[src/rtl/settings_pkg.sv]
// Shared datapath settings for the template result path.
// Holds sample widths, the result shift and a reference round/saturate helper.
package settings_pkg;

  localparam int FULL_SIZE    = 32;
  localparam int OUT_SIZE     = 16;
  localparam int RESULT_SHIFT = 8;

  typedef logic signed [OUT_SIZE-1:0] out_sample_t;

  typedef struct packed {
    logic        sat;
    out_sample_t value;
  } round_sat_t;

  // Round half toward +inf, arithmetic shift, clamp to OUT_SIZE at package widths.
  function automatic round_sat_t round_sat(input logic signed [FULL_SIZE-1:0] full,
                                           input int unsigned shift);
    logic signed [FULL_SIZE:0] sum;
    logic signed [FULL_SIZE:0] shifted;
    logic signed [FULL_SIZE:0] rnd;
    logic signed [FULL_SIZE:0] max_v;
    logic signed [FULL_SIZE:0] min_v;
    round_sat_t                res;
    rnd     = (shift == 0) ? '0 : ((FULL_SIZE+1)'(1) <<< (shift - 1));
    max_v   = {{(FULL_SIZE-OUT_SIZE+1){1'b0}}, {(OUT_SIZE-1){1'b1}}};
    min_v   = {{(FULL_SIZE-OUT_SIZE+2){1'b1}}, {(OUT_SIZE-1){1'b0}}};
    sum     = $signed({full[FULL_SIZE-1], full}) + rnd;
    shifted = sum >>> shift;
    res.sat = 1'b1;
    if (shifted > max_v) begin
      res.value = max_v[OUT_SIZE-1:0];
    end else if (shifted < min_v) begin
      res.value = min_v[OUT_SIZE-1:0];
    end else begin
      res.value = shifted[OUT_SIZE-1:0];
      res.sat   = 1'b0;
    end
    return res;
  endfunction

endpackage

[src/rtl/sync_fifo_fwft.sv]
// Synchronous first-word-fall-through FIFO, registered storage.
// Latency: a word written at edge N is visible at rd_dat in the following cycle.
// Backpressure: wr_acc drops when full unless a read frees a slot in the same cycle.
module sync_fifo_fwft #(
  parameter int WIDTH = 16,
  parameter int DEPTH = 16,
  localparam int AW   = $clog2(DEPTH)
) (
  input  logic             clk,
  input  logic             reset,
  input  logic             wr_vld,
  input  logic [WIDTH-1:0] wr_dat,
  output logic             wr_acc,
  input  logic             rd_rdy,
  output logic             rd_vld,
  output logic [WIDTH-1:0] rd_dat,
  output logic [AW:0]      fill_level
);

  logic [WIDTH-1:0] mem [DEPTH];
  logic [AW:0]      wr_ptr;
  logic [AW:0]      rd_ptr;
  logic             full;
  logic             empty;
  logic             rd_en;

  // Extra pointer MSB separates full (MSBs differ) from empty (pointers equal).
  assign empty      = (wr_ptr == rd_ptr);
  assign full       = (wr_ptr[AW] != rd_ptr[AW]) && (wr_ptr[AW-1:0] == rd_ptr[AW-1:0]);
  assign rd_en      = rd_rdy && !empty;
  assign wr_acc     = wr_vld && (!full || rd_en);
  assign rd_vld     = !empty;
  assign rd_dat     = empty ? '0 : mem[rd_ptr[AW-1:0]];
  assign fill_level = wr_ptr - rd_ptr;

  always_ff @(posedge clk) begin
    if (reset) begin
      wr_ptr <= '0;
      rd_ptr <= '0;
    end else begin
      if (wr_acc) wr_ptr <= wr_ptr + 1'b1;
      if (rd_en)  rd_ptr <= rd_ptr + 1'b1;
    end
  end

  always_ff @(posedge clk) begin
    if (wr_acc) mem[wr_ptr[AW-1:0]] <= wr_dat;
  end

endmodule

[src/rtl/template_result_fifo.sv]
// Rounds/shifts/saturates the full-precision result stream and buffers it for a consumer.
// Latency: input at cycle N is visible at out_data in cycle N+2 when the FIFO was empty.
// Backpressure: input is never stalled; samples arriving at a full FIFO are dropped and counted.
module template_result_fifo
  import settings_pkg::*;
#(
  parameter int FULL_SIZE = settings_pkg::FULL_SIZE,
  parameter int OUT_SIZE  = settings_pkg::OUT_SIZE,
  parameter int SHIFT     = settings_pkg::RESULT_SHIFT,
  parameter int DEPTH     = 16,
  parameter int CNT_SIZE  = 16
) (
  input  logic                       clk,
  input  logic                       reset,
  input  logic [FULL_SIZE-1:0]       output_data,
  input  logic                       output_data_valid,
  output logic [OUT_SIZE-1:0]        out_data,
  output logic                       out_valid,
  input  logic                       out_ready,
  output logic [$clog2(DEPTH):0]     fill_level,
  output logic                       overflow,
  input  logic                       overflow_clear,
  output logic [CNT_SIZE-1:0]        drop_count,
  output logic [CNT_SIZE-1:0]        sat_count
);

  localparam logic signed [FULL_SIZE:0] RND =
    (SHIFT == 0) ? '0 : ((FULL_SIZE+1)'(1) << ((SHIFT == 0) ? 0 : SHIFT - 1));
  localparam logic signed [FULL_SIZE:0] MAX_V =
    {{(FULL_SIZE-OUT_SIZE+1){1'b0}}, {(OUT_SIZE-1){1'b1}}};
  localparam logic signed [FULL_SIZE:0] MIN_V =
    {{(FULL_SIZE-OUT_SIZE+2){1'b1}}, {(OUT_SIZE-1){1'b0}}};

  logic signed [FULL_SIZE:0] sum;
  logic signed [FULL_SIZE:0] shifted;
  logic [OUT_SIZE-1:0]       conv_next;
  logic                      sat_next;

  logic                      conv_vld;
  logic [OUT_SIZE-1:0]       conv_dat;
  logic                      conv_sat;
  logic                      wr_acc;
  logic                      drop_evt;
  logic                      sat_evt;

  // One extra bit of headroom so the rounding add can never wrap.
  always_comb begin
    sum       = $signed({output_data[FULL_SIZE-1], output_data}) + RND;
    shifted   = sum >>> SHIFT;
    conv_next = shifted[OUT_SIZE-1:0];
    sat_next  = 1'b0;
    if (shifted > MAX_V) begin
      conv_next = MAX_V[OUT_SIZE-1:0];
      sat_next  = 1'b1;
    end else if (shifted < MIN_V) begin
      conv_next = MIN_V[OUT_SIZE-1:0];
      sat_next  = 1'b1;
    end
  end

  assign drop_evt = conv_vld && !wr_acc;
  assign sat_evt  = conv_vld && conv_sat;

  // A new event in the same cycle as a clear wins over the clear.
  always_ff @(posedge clk) begin
    if (reset) begin
      conv_vld   <= 1'b0;
      conv_dat   <= '0;
      conv_sat   <= 1'b0;
      overflow   <= 1'b0;
      drop_count <= '0;
      sat_count  <= '0;
    end else begin
      conv_vld <= output_data_valid;
      conv_dat <= conv_next;
      conv_sat <= output_data_valid && sat_next;

      if (drop_evt)            overflow <= 1'b1;
      else if (overflow_clear) overflow <= 1'b0;

      if (overflow_clear)                     drop_count <= CNT_SIZE'(drop_evt);
      else if (drop_evt && drop_count != '1)  drop_count <= drop_count + 1'b1;

      if (overflow_clear)                     sat_count <= CNT_SIZE'(sat_evt);
      else if (sat_evt && sat_count != '1)    sat_count <= sat_count + 1'b1;
    end
  end

  sync_fifo_fwft #(
    .WIDTH (OUT_SIZE),
    .DEPTH (DEPTH)
  ) u_fifo (
    .clk        (clk),
    .reset      (reset),
    .wr_vld     (conv_vld),
    .wr_dat     (conv_dat),
    .wr_acc     (wr_acc),
    .rd_rdy     (out_ready),
    .rd_vld     (out_valid),
    .rd_dat     (out_data),
    .fill_level (fill_level)
  );

endmodule
[config.mk]
export PLATFORM = sky130hd
export DESIGN_NAME = template_result_fifo
export DESIGN_NICKNAME = d
export VERILOG_FILES = /design/src/rtl/settings_pkg.sv /design/src/rtl/sync_fifo_fwft.sv /design/src/rtl/template_result_fifo.sv
export SDC_FILE = /design/constraint.sdc
export NUM_CORES = 1
export LEC_CHECK = 0
export ABC_AREA = 1
export CAP_MARGIN = 30
export CELL_PAD_IN_SITES_DETAIL_PLACEMENT = 0
export CELL_PAD_IN_SITES_GLOBAL_PLACEMENT = 1
export CORE_MARGIN = 8
export CORE_UTILIZATION = 48
export CTS_BUF_LIST = sky130_fd_sc_hd__clkbuf_8
export DETAILED_ROUTE_END_ITERATION = 16
export PLACE_DENSITY = 0.86
export SYNTH_ARGS = -nofsm -noshare
export SYNTH_HDL_FRONTEND = slang
export SYNTH_HIERARCHICAL = 1
export SYNTH_SLANG_ARGS = --single-unit
[constraint.sdc]
create_clock -name clk -period 2.95 [get_ports clk]
set_input_delay 0.59 -clock clk [delete_from_list [all_inputs] [get_ports clk]]
set_output_delay 0.59 -clock clk [all_outputs]
set_load 0.01 [all_outputs]
==> impl_results.md <==
- DP Worst Slack: 101 ps
- Mux share of post-synthesis cell area: 0
- Largest family of logic cells by synthesized area: simple AND/OR/NAND/NOR gates
- # placed instances: 1888
- CTS Buf Count: 51
- Adder-cell share of the synthesized area: 0.0120
- Yosys cell types: 40
- Fin util: 0.569
- Sequential element share of the synthesized area: 0.633
- Mean post-synth cell area: 9.95 sq um
- Max Fclk: 352 MHz
- Worst path bufs/invs: 4
- Worst slew pin tran: 679 ps
- PnR worst setup slack: 106 ps
- Die height: 188 um
- Syn Inst Count: 1428
- Final Max Tran Viols: 0
- CP arrival: 2250 ps
- Clock transition at path regs: 60 ps
- FP Rows: 63
- Layout Nets: 1609
- GRT busiest layer: met2
- Grt ovf: 0
- Final period util: 0.964
- Diodes inserted: 0
- Met1 Track Usage GR: 0.252
- Root buf cell: clkbuf_8
- WL/cell: 17.7 um
- Setup-failing EPs final: 0
- Drt pass-1 iters: 5
- Setup crit start kind: register
- Met2 usage in global routing: 0.336
- Worst Hold Class: reg -> reg
- Post-synth design cell area: 14200 sq um
- Routability cong.: 0.831
- Post-Synth Simple-Gate Area: 0.253
- R2r endpoint: drop_count[8]
- Syn-to-layout area delta: 17.8%
- Vias post-DR: 10503
- Slowest cell on the critical path: dfxtp_4
- Tmin final: 2840 ps
- Critical-path cell list: clkinvlp_4, ha_4, nand2_1, nor2_2, nand2_2, inv_8, buf_4, a21oi_2, dlygate4sd2_1
- Die footprint: 35400 sq um
- Syn Nets: 1478
- Placement-stage cell area: 15600 sq um
- Worst path top cell family by delay: buffers and inverters
- Setup slack, reg-to-reg: 340 ps
- # fillers: 2500
- CTS tree: yes
- Total GRT Usage: 0.198
- Post-DP HPWL: 21900 um
- Outcome: complete, no violations
- Worst vdd ir: 0.320 mV
- Core area: 29400 sq um
- Largest net degree at the start of global routing: 65
- IO buf count: 84
- First-pass GRT wire length: 55900 um
- Share of cells above drive strength 1: 0.118
- Initial core utilization: 0.483
- Worst EP required: 2360 ps
- Delay of the slowest critical-path stage: 380 ps
- Fin Clk Skew: 46.4 ps
- Clock Latency Late Sink: 580 ps
- Synth warn: 6
- Lkg Pwr: 0.00630 uW
- Crit path capture type: primary output
- Die width: 188 um
- Hold buffer count at cts: 0
- Max Cap Viol: 0
- Critical path class: reg -> out
- Worst-case clock buffer depth: 3
- Maximum fanout along the worst path: 5
- Origin of the critical flop-to-flop path: u_fifo/wr_ptr[0]
- RSZ-0062 raised after global routing: no
- Initial antenna violation count: 0
- R2R depth: 15
- Crit path to: out_data[15]
- Post-synthesis compound-gate area fraction: 0.0364
- Fin cells: 1988
- CP Depth: 9
- Final WL: 35200 um
- Slew headroom: 0.546
- Pwr per Cell Area: 616 nW/um^2
- I/O Pins: 92
- Number of global-route vias before repair: 10424
- Crit path from: u_fifo/wr_ptr[0]
- Met3 usage: 0.0451
- Synth Area in XOR/XNOR: 0.0185
- Clock H-tree levels: 2
- Post-route ant nets: 0
- Synthesized flop and latch total: 321
- DR iter-0 viols: 695
- Clock sink total: 321
- Routed vias/inst: 5.28
- DRC viols: 0
- Post-route cell area: 16700 sq um
- Hold Vio Cnt, Final: 0
-- worst min-delay path: stages (launching register included) --
cell and delay, ps:
dfxtp_1 330, inv_1 50, a21oi_1 50
-- area by class of cell --
| class | instances | area (sq um) | area share |
|---|---|---|---|
| Sequential cell | 321 | 9000 | 0.538 |
| Multi-Input combinational cell | 965 | 4600 | 0.275 |
| Timing Repair Buffer | 138 | 1360 | 0.0810 |
| Clock buffer | 55 | 757 | 0.0452 |
| Tap cell | 390 | 488 | 0.0292 |
| Inverter | 82 | 324 | 0.0194 |
| Clock inverter | 37 | 219 | 0.0131 |
-- through the flow --
step / power (uW) / hold slack [ps] / TNS [ps]
2_1_floorplan: 6120 / 476 / 0
3_3_place_gp: 6710 / 454 / 0
3_5_place_dp: 6750 / 455 / 0
4_1_cts: 10400 / 470 / -118
5_1_grt: 10800 / 482 / 0
6_report: 10300 / 469 / 0
-- cells in the mapped netlist --
master	n	area [sq um]
buf_8	1	15.0
nor4_1	6	37.5
o21ai_1	4	20.0
nand3b_1	4	30.0
or2_0	1	6.26
o21a_1	2	15.0
nor2_4	2	22.5
ha_1	12	150
nor3_2	1	10.0
xnor2_1	11	96.3
a21boi_1	1	7.51
nand3_2	3	30.0
inv_2	5	18.8
a21boi_0	1	7.51
xor2_1	19	166
nand2_1	472	1770
fa_1	1	20.0
or2_2	1	6.26
a21oi_1	55	275
buf_4	27	203
buf_12	1	20.0
edfxtp_1	256	7690
nor3b_1	3	22.5
and2_1	1	6.26
dfxtp_1	65	1300
nand4_1	9	56.3
o21ai_0	18	90.1
buf_1	4	15.0
a21oi_2	10	87.6
nand3_1	221	1110
a31oi_1	1	6.26
o21bai_1	1	7.51
nand2_2	12	75.1
clkbuf_1	12	45.0
nor2_1	67	251
nor2_8	1	20.0
buf_2	15	75.1
nor3_1	17	85.1
nor2_2	8	50.1
inv_1	77	289
-- layout by cell type (no fill, tap or decap), types with 3 or more instances in the layout --
| cell | count |
|---|---|
| buf_4 | 40 |
| clkinv_2 | 6 |
| nand3b_1 | 4 |
| nand2_1 | 472 |
| xor2_1 | 19 |
| buf_12 | 10 |
| nand4_1 | 9 |
| xnor2_1 | 11 |
| ha_1 | 9 |
| nand3_1 | 221 |
| o21ai_0 | 18 |
| a21oi_2 | 16 |
| nor2_2 | 8 |
| dlygate4sd2_1 | 4 |
| clkbuf_2 | 11 |
| nand3_2 | 3 |
| nor2_1 | 67 |
| nor3_1 | 17 |
| clkbuf_8 | 55 |
| clkinv_1 | 13 |
| ha_4 | 3 |
| inv_2 | 4 |
| edfxtp_1 | 256 |
| dfxtp_1 | 61 |
| a21oi_1 | 49 |
| o21ai_1 | 4 |
| nor4_1 | 6 |
| nor3b_1 | 3 |
| inv_1 | 89 |
| clkdlybuf4s50_1 | 65 |
| nand2_2 | 12 |
-- worst min path at each step --
stage | start | end | slack (ps) | cells after the start
after CTS | sat_count[4] | sat_count[4] | 470 | 2
after global placement | sat_count[4] | sat_count[4] | 450 | 2
final | sat_count[4] | sat_count[4] | 470 | 2
after global routing | sat_count[4] | sat_count[4] | 480 | 2
after detailed placement | sat_count[4] | sat_count[4] | 460 | 2
after floorplan | sat_count[4] | sat_count[4] | 480 | 2
-- logic make-up after synthesis --
| logic type | count (synthesis) |
|---|---|
| AO/OA/AOI/OAI | 93 |
| XOR/XNOR | 30 |
| adder cells (fa/ha/maj) | 13 |
| buffers and inverters | 142 |
| flip-flops | 321 |
| AND/OR/NAND/NOR | 829 |
-- sequential cells by signal, indices dropped and copies added, names as in the netlist, named ones only --
signal,flops
u_fifo/wr_ptr,5
drop_count,16
sat_count,16
conv_sat,1
conv_dat,16
u_fifo/mem,256
conv_vld,1
u_fifo/rd_ptr,5
overflow,1
-- per-layer routing --
| layer | vias to the layer above | wire (um) |
|---|---|---|
| li1 | 5107 | - |
| met1 | 4940 | 14700 |
| met2 | 397 | 17000 |
| met3 | 59 | 2860 |
| met4 | 0 | 669 |
| met5 | - | 0 |
-- power breakdown --
group / switching [uW] / internal, uW / leakage, uW
sequential: 104 / 4960 / 0.00287
clock: 1680 / 1900 / 0.000555
combinational: 1040 / 646 / 0.00288
total: 2820 / 7500 / 0.00630
-- repair_timing --
| item | 4_1_cts | 5_1_grt |
|---|---|---|
| cloned | 1 | 0 |
| pin swaps | 0 | 1 |
| buffers inserted | 4 | 3 |
| resized for setup | 38 | 32 |
| setup endpoints to repair | 19 | 18 |
| hold endpoints to repair | 0 | 0 |
Power figures use the tool's default switching activity.
